$ cat src/rtl/alu_sequencer.sv
// rtl/alu_sequencer.sv - issue/writeback sequencer in front of the ALU with repeat-and-feedback support

package instr_pack;
    typedef enum logic [2:0] {
        amp = 3'd0,
        add = 3'd1,
        sub = 3'd2,
        lsc = 3'd3,
        rsc = 3'd4,
        rol = 3'd5,
        ror = 3'd6,
        mov = 3'd7
    } math;
endpackage

module alu_sequencer #(
    parameter int REP_W = 3
) (
    input  logic             clk,
    input  logic             reset,
    input  logic             req_valid,
    output logic             req_ready,
    input  logic [7:0]       req_x,
    input  logic [7:0]       req_y,
    input  logic [7:0]       req_m,
    input  instr_pack::math  req_op,
    input  logic             req_rs,
    input  logic [REP_W-1:0] req_rep,
    output logic [7:0]       alu_x,
    output logic [7:0]       alu_y,
    output logic [7:0]       alu_m,
    output instr_pack::math  alu_math,
    output logic             alu_en,
    output logic             alu_rs,
    input  logic [7:0]       alu_r,
    input  logic [7:0]       alu_s,
    output logic             res_valid,
    input  logic             res_ready,
    output logic [7:0]       res_data,
    output logic             res_rs,
    output logic             res_zero,
    output logic             busy
);
    typedef enum logic [1:0] {IDLE, DRIVE, SAMPLE, DONE} state_t;

    state_t            state;
    state_t            state_next;
    logic [7:0]        x_q;
    logic [7:0]        y_q;
    logic [7:0]        m_q;
    instr_pack::math   op_q;
    logic              rs_q;
    logic [REP_W-1:0]  rep_q;
    logic [7:0]        res_data_q;
    logic              res_rs_q;
    logic [7:0]        sampled;

    // The ALU holds its result in r or s; pick the one this op targets.
    assign sampled = rs_q ? alu_s : alu_r;

    // Operands are registered and held between DRIVE pulses so the ALU latches stay undisturbed;
    // everything is forced to its idle value while reset is asserted.
    assign alu_x    = reset ? 8'h00 : x_q;
    assign alu_y    = reset ? 8'h00 : y_q;
    assign alu_m    = reset ? 8'h00 : m_q;
    assign alu_math = reset ? instr_pack::amp : op_q;
    assign alu_rs   = reset ? 1'b0 : rs_q;
    assign res_data = reset ? 8'h00 : res_data_q;
    assign res_rs   = reset ? 1'b0 : res_rs_q;
    assign res_zero = (res_data == 8'h00);
    assign busy     = !reset && (state != IDLE);

    // State register.
    always_ff @(posedge clk) begin
        if (reset) begin
            state <= IDLE;
        end else begin
            state <= state_next;
        end
    end

    // Next-state and handshake/enable outputs.
    always_comb begin
        state_next = state;
        req_ready  = 1'b0;
        alu_en     = 1'b0;
        res_valid  = 1'b0;
        if (!reset) begin
            case (state)
                IDLE: begin
                    req_ready = 1'b1;
                    if (req_valid) begin
                        state_next = DRIVE;
                    end
                end
                DRIVE: begin
                    alu_en     = 1'b1;
                    state_next = SAMPLE;
                end
                SAMPLE: begin
                    state_next = (rep_q != '0) ? DRIVE : DONE;
                end
                DONE: begin
                    res_valid = 1'b1;
                    if (res_ready) begin
                        state_next = IDLE;
                    end
                end
                default: state_next = IDLE;
            endcase
        end
    end

    // Operand capture, feedback of each intermediate result into x, and final result capture.
    always_ff @(posedge clk) begin
        if (reset) begin
            x_q        <= 8'h00;
            y_q        <= 8'h00;
            m_q        <= 8'h00;
            op_q       <= instr_pack::amp;
            rs_q       <= 1'b0;
            rep_q      <= '0;
            res_data_q <= 8'h00;
            res_rs_q   <= 1'b0;
        end else begin
            case (state)
                IDLE: begin
                    if (req_valid) begin
                        x_q   <= req_x;
                        y_q   <= req_y;
                        m_q   <= req_m;
                        op_q  <= req_op;
                        rs_q  <= req_rs;
                        rep_q <= req_rep;
                    end
                end
                SAMPLE: begin
                    if (rep_q != '0) begin
                        x_q   <= sampled;
                        rep_q <= rep_q - 1'b1;
                    end else begin
                        res_data_q <= sampled;
                        res_rs_q   <= rs_q;
                    end
                end
                default: begin
                end
            endcase
        end
    end
endmodule

$ cat config.mk
export PLATFORM = sky130hd
export DESIGN_NAME = alu_sequencer
export DESIGN_NICKNAME = d
export VERILOG_FILES = /design/src/rtl/alu_sequencer.sv
export SDC_FILE = /design/constraint.sdc
export NUM_CORES = 1
export LEC_CHECK = 0
export BUFFER_PORTS_ARGS = -buffer_cell sky130_fd_sc_hd__buf_2
export CAP_MARGIN = 30
export CORE_MARGIN = 2
export CORE_UTILIZATION = 50
export DETAILED_ROUTE_END_ITERATION = 7
export PLACE_DENSITY_LB_ADDON = 0.05
export SYNTH_ARGS = -nofsm -noshare
export SYNTH_HDL_FRONTEND = slang
export SYNTH_SLANG_ARGS = --single-unit
$ cat constraint.sdc
create_clock -name clk -period 4.3 [get_ports clk]
set_clock_uncertainty 0.1 [all_clocks]
set_input_delay 0.215 -clock clk [delete_from_list [all_inputs] [get_ports clk]]
set_output_delay 0.215 -clock clk [all_outputs]
set_load 0.02 [all_outputs]
==> reports/results.tsv, run 1 <==
metric	value	unit
CORE AREA	3970	um2
Hold WS	0.0277	ns
Max Slew Vio Count	0	
Final Cycle Share	49.0	%
Routed Antenna Nets	0	
Residual DRC	0	
antenna violations before repair	0	
CP endpoint kind	flip-flop	
Achievable Freq	0.475	GHz
worst hold path startpoint	req_x[0]	
Layout area overhead	24.5	%
worst hold path endpoint	x_q[0]$_SDFFE_PP0P_	
Cell Rows	23	
sequential-to-total area share from yosys stat	40.8	%
Worst Path Required	4.33	ns
IO Port Bufs	92	
vias in the first global route	1558	
Avg Inst Size Synth	8.48	um2
critical path peak fanout	16	
crit path launch type	flip-flop	
commonest register cell after synthesis	dfxtp_1	
TritonCTS Buffers	5	
first-pass GRT wire length	6760	um
syn_nets	296	
Tmin final	2.11	ns
FFs w/ async S/R, synth	0	%
fillers	368	
Crit path largest cell delay	0.66	ns
CP arrival	2.14	ns
postcts setup bufs	0	
H-Tree Depth	2	
RD Place Congestion	0.783	
Antenna Cells	0	
gr usage total	19.3	%
final hold viol count	0	
Worst R2R End	res_rs_q$_SDFFE_PP0P_	
TritonCTS clock tree	done	
reg2reg path depth	6	
pin count of the biggest net entering global routing	58	
worst-skew pair later-pin latency	0.28	ns
CP Cell Sequence	inv_1, ha_1, ha_1, and3b_1, mux2i_1, nor2_1	
Synth Instances	243	
WL/cell	11.9	um
r2r startpoint	rep_q[0]$_SDFFE_PP0P_	
YS warnings	0	
worst setup path class	flip-flop to flip-flop	
Synth Cell Area	2060	um2
status	finished clean	
Clk pin slew, worst setup/hold paths	0.07	ns
Yosys cell types	34	
Max VDD drop	197	uV
Top Ports	93	
CTS Hold Bufs	0	
Die Ht	68.2	um
1st-iter DRT viols	83	
drt first pass iters	4	
DPL Wire Length	3190	um
initial core utilization	51.9	%
Slew HR	33.7	%
final wirelength	4430	um
CP max stage cell	and3b_1	
Worst Tran Pin Value	0.994	ns
Cell Pwr Density	340	nW/um2
CP Launch Point	rep_q[0]$_SDFFE_PP0P_	
max-cap violation count	0	
Worst R2R Setup Slack	2.19	ns
CTS Sinks	42	
hold depth	3	
vias after detailed routing	1824	
hold crit path type	input pin to flip-flop	
count of state elements after synthesis	42	
Die Area	4650	um2
LEAKAGE	0.00123	uW
Clock Tree Root	clkbuf_8	
Final nets	378	
share of layout cells above drive strength 1	35.5	%
most used cell along the critical path	ha_1	
vias per cell	4.88	
Final setup viols	0	
# resized after CTS	0	
die width	68.2	um
unrepaired setup endpoints after global routing	false	
GRT Residual Overflow	0	
Post-synth EDFFs	0	
TNS Setup	0	ns
CTS max path bufs	2	
kinds of logic after synthesis:
| group | after synthesis | synth area share [%] |
|---|---|---|
| and+or+nand+nor | 109 | 28.8 |
| AOI/OAI and AO/OA | 48 | 16.0 |
| DFF | 42 | 40.8 |
| buffers and inverters | 31 | 7.77 |
| muxes | 11 | 5.46 |
| adders and majority gates | 2 | 1.21 |
flip-flops by register name (all words and copies together), names as in the netlist:
name        count
m_q             8
op_q            3
rep_q           3
res_data_q      8
res_rs_q        1
rs_q            1
state           2
x_q             8
y_q             8
worst max-delay path: cells and delay by family, from the launching register on:
family	cells	cell delay, ns
adder cells (fa/ha/maj)	2	0.46
buffers and inverters	1	0.08
flip-flops	1	0.31
multiplexers	1	0.27
AND/OR/NAND/NOR	2	0.72
stage by stage:
stage	utilization, %	cell area (um2)	instances	total power [uW]	setup WS [ns]
floorplan	-	2060	243	583	2.67
global placement	62.5	2480	368	634	2.27
detailed placement	62.5	2480	368	637	2.20
CTS	64.6	2570	374	881	2.18
global route	64.6	2570	374	922	2.03
finish	64.6	2570	374	871	2.19
placed cells by master (no fill, tap or decap):
cell and n:
a21o_2 1, nor2b_1 29, o221a_2 2, nor3b_1 3
and3b_1 2, dfxtp_1 42, a21oi_1 24, a22oi_1 2
a221oi_1 1, nor4b_4 2, a21oi_2 1, nor3b_2 1
o21bai_1 2, nand2_1 47, ha_1 2, a211oi_2 3
nor4_1 2, nor2_1 9, mux2_2 2, nand2b_1 9
clkbuf_8 6, nor3_1 1, inv_1 12, o21ai_0 2
a211oi_1 3, nor2_2 3, o221ai_1 6, a21o_1 1
or3b_1 1, buf_2 92, buf_4 2, mux2i_1 9
where the power goes:
part,total (uW),switching [uW],internal [uW],leakage [uW]
Sequential,441,21.7,419,0.000344
Combinational,187,105,81.2,0.000838
Clock,244,121,124,0.0000431
Total,871,248,624,0.00123
area by class of cell:
type / instances / area [um2] / share of cell area (%)
Timing Repair Buffer: 94 / 475 / 18.5
Tap cell: 50 / 62.6 / 2.44
Sequential cell: 42 / 841 / 32.8
Multi-Input combinational cell: 170 / 1060 / 41.3
Inverter: 12 / 45.0 / 1.76
Clock buffer: 6 / 82.6 / 3.22
worst max-delay path by stage:
stage | cells after the start | to | slack [ns]
3_5_place_dp | 6 | res_data_q[6]$_SDFFE_PP0P_ | 2.20
6_report | 6 | res_rs_q$_SDFFE_PP0P_ | 2.19
2_1_floorplan | 8 | state[1]$_SDFFE_PP0P_ | 2.67
3_3_place_gp | 4 | res_valid | 2.27
5_1_grt | 6 | res_data_q[6]$_SDFFE_PP0P_ | 2.03
4_1_cts | 6 | res_rs_q$_SDFFE_PP0P_ | 2.18
synthesized netlist by cell type, types with 2 or more instances:
cell type | number | area share (%)
buf_2 | 10 | 2.4
o221ai_1 | 6 | 2.6
a211oi_2 | 3 | 1.8
nor4_1 | 2 | 0.61
o21bai_1 | 2 | 0.73
inv_1 | 12 | 2.2
o221a_2 | 2 | 1.1
ha_1 | 2 | 1.2
nand2_1 | 47 | 8.6
mux2i_1 | 9 | 4.4
a21oi_1 | 24 | 5.8
nor2_2 | 3 | 0.91
a22oi_1 | 2 | 0.73
nor4b_4 | 2 | 2.3
nor2_1 | 9 | 1.6
nor2b_1 | 29 | 8.8
clkbuf_1 | 5 | 0.91
dfxtp_1 | 42 | 41
mux2_2 | 2 | 1.1
o21ai_0 | 2 | 0.49
buf_4 | 2 | 0.73
a211oi_1 | 3 | 1.1
nand2b_1 | 9 | 2.7
and3b_1 | 2 | 0.85
nor3b_1 | 3 | 1.1
layer usage:
layer	vias to the layer above	share of wire (%)	global-route usage (%)
met5	-	0	0
met3	4	6.6	5.76
li1	966	-	-
met4	0	0.74	5.25
met2	54	46	32.4
met1	800	47	24.0
Note: power is estimated with default switching activity, not from simulation.
==> run 2, diff against run 1 <==
--- a/config.mk
+++ b/config.mk
@@ -8,7 +8,7 @@
 export BUFFER_PORTS_ARGS = -buffer_cell sky130_fd_sc_hd__buf_2
 export CAP_MARGIN = 30
 export CORE_MARGIN = 2
-export CORE_UTILIZATION = 50
+export CORE_UTILIZATION = 47
 export DETAILED_ROUTE_END_ITERATION = 7
 export PLACE_DENSITY_LB_ADDON = 0.05
 export SYNTH_ARGS = -nofsm -noshare
==> constraint.sdc (replaced) <==
create_clock -name clk -period 2.1 [get_ports clk]
set_clock_uncertainty 0.1 [all_clocks]
set_input_delay 0.105 -clock clk [delete_from_list [all_inputs] [get_ports clk]]
set_output_delay 0.105 -clock clk [all_outputs]
set_load 0.02 [all_outputs]
==> reports/results.tsv, run 2 (same netlist as run 1, synthesis figures left out) <==
metric	value	unit
pin count of the biggest net entering global routing	31	
Slew HR	61.9	%
# resized after CTS	0	
unrepaired setup endpoints after global routing	false	
Cell Rows	24	
TritonCTS Buffers	5	
Cell Pwr Density	635	nW/um2
Final setup viols	0	
final hold viol count	0	
Final nets	413	
Clk pin slew, worst setup/hold paths	0.07	ns
initial core utilization	48.0	%
Max Slew Vio Count	0	
die width	70.2	um
GRT Residual Overflow	0	
TritonCTS clock tree	done	
fillers	382	
Achievable Freq	0.560	GHz
Die Ht	70.2	um
CP endpoint kind	flip-flop	
vias after detailed routing	1962	
Tmin final	1.79	ns
TNS Setup	0	ns
Routed Antenna Nets	0	
H-Tree Depth	2	
worst-skew pair later-pin latency	0.28	ns
Inst Count DP	374	
critical path peak fanout	16	
Residual DRC	0	
CP arrival	1.86	ns
status	finished clean	
first-pass GRT wire length	8110	um
vias per cell	4.77	
Clock Tree Root	clkbuf_8	
worst setup path class	flip-flop to flip-flop	
postcts setup bufs	0	
max-cap violation count	0	
Layout Cells excl Fill	411	
CTS max path bufs	2	
vias in the first global route	1832	
hold crit path type	input pin to flip-flop	
IO Port Bufs	92	
share of layout cells above drive strength 1	33.1	%
crit path launch type	flip-flop	
Worst R2R Setup Slack	0.31	ns
CORE AREA	4290	um2
commonest non-fill, non-tap cell in the layout	buf_2	
final wirelength	4960	um
Die Area	4930	um2
Worst Path Required	2.17	ns
LEAKAGE	0.00137	uW
gr usage total	20.1	%
Max VDD drop	478	uV
Worst Tran Pin Value	0.571	ns
Layout area overhead	41.2	%
DPL Wire Length	3330	um
WL/cell	12.1	um
drt first pass iters	4	
Top Ports	93	
CTS Sinks	42	
1st-iter DRT viols	94	
Antenna Cells	0	
most frequent cells in the layout	buf_2, nand2_1, dfxtp_1, dlygate4sd3_1, nor2b_1	
Final Cycle Share	85.1	%
antenna violations before repair	0	
RD Place Congestion	0.738	
Hold WS	0.0392	ns
==> run 2: critical path: stages (launching register included) <==
cell and delay [ns]:
dfxtp_1 0.32, inv_1 0.09, ha_1 0.15, ha_1 0.30, and3b_1 0.20, buf_4 0.23, mux2i_1 0.21, nor2_1 0.05
==> run 2: report_power, final <==
part | leakage, uW | switching, uW | total, uW | internal, uW
clock | 0.0000431 | 255 | 508 | 254
combinational | 0.000987 | 229 | 439 | 210
sequential | 0.000344 | 41.5 | 899 | 857
total | 0.00137 | 525 | 1850 | 1320
==> run 2: cell type report <==
type                       instances  area, um2  area share (%)
clock buffer                       6       82.6            2.84
inverter                          12       45.0            1.55
multi-input combinational        170       1060            36.4
sequential                        42        841            28.9
tap                               52       65.1            2.24
timing repair buffer             129        816            28.0
==> run 2: final timing paths <==
kind,from,depth (start not counted),endpoint
setup reg to reg,rep_q[0]$_SDFFE_PP0P_,7,res_data_q[6]$_SDFFE_PP0P_
hold reg to reg,y_q[2]$_SDFFE_PP0P_,2,y_q[2]$_SDFFE_PP0P_
hold / removal,req_rep[0],3,rep_q[0]$_SDFFE_PP0P_
setup / recovery,rep_q[0]$_SDFFE_PP0P_,7,res_data_q[6]$_SDFFE_PP0P_
==> run 2: what timing repair did <==
action | 4_1_cts | 5_1_grt
endpoints found under the setup margin | 0 | 0
hold buffers | 31 | 0
hold endpoints to repair | 31 | 0
==> run 2: stage by stage <==
step	worst slack [ns]	area, um2	util [%]	total power, uW
3_5_place_dp	0.349	2520	58.6	1310
6_report	0.313	2910	67.7	1850
3_3_place_gp	0.380	2520	58.6	1310
2_1_floorplan	0.474	2060	-	1190
4_1_cts	0.312	2910	67.7	1870
5_1_grt	0.153	2910	67.7	1950
==> run 2: per-layer routing <==
metal	up-vias	share of wire (%)	global-route usage, %
met4	0	1.1	5.77
met1	876	46	24.7
met5	-	0	0
li1	1036	-	-
met2	45	48	35.3
met3	5	4.7	4.47
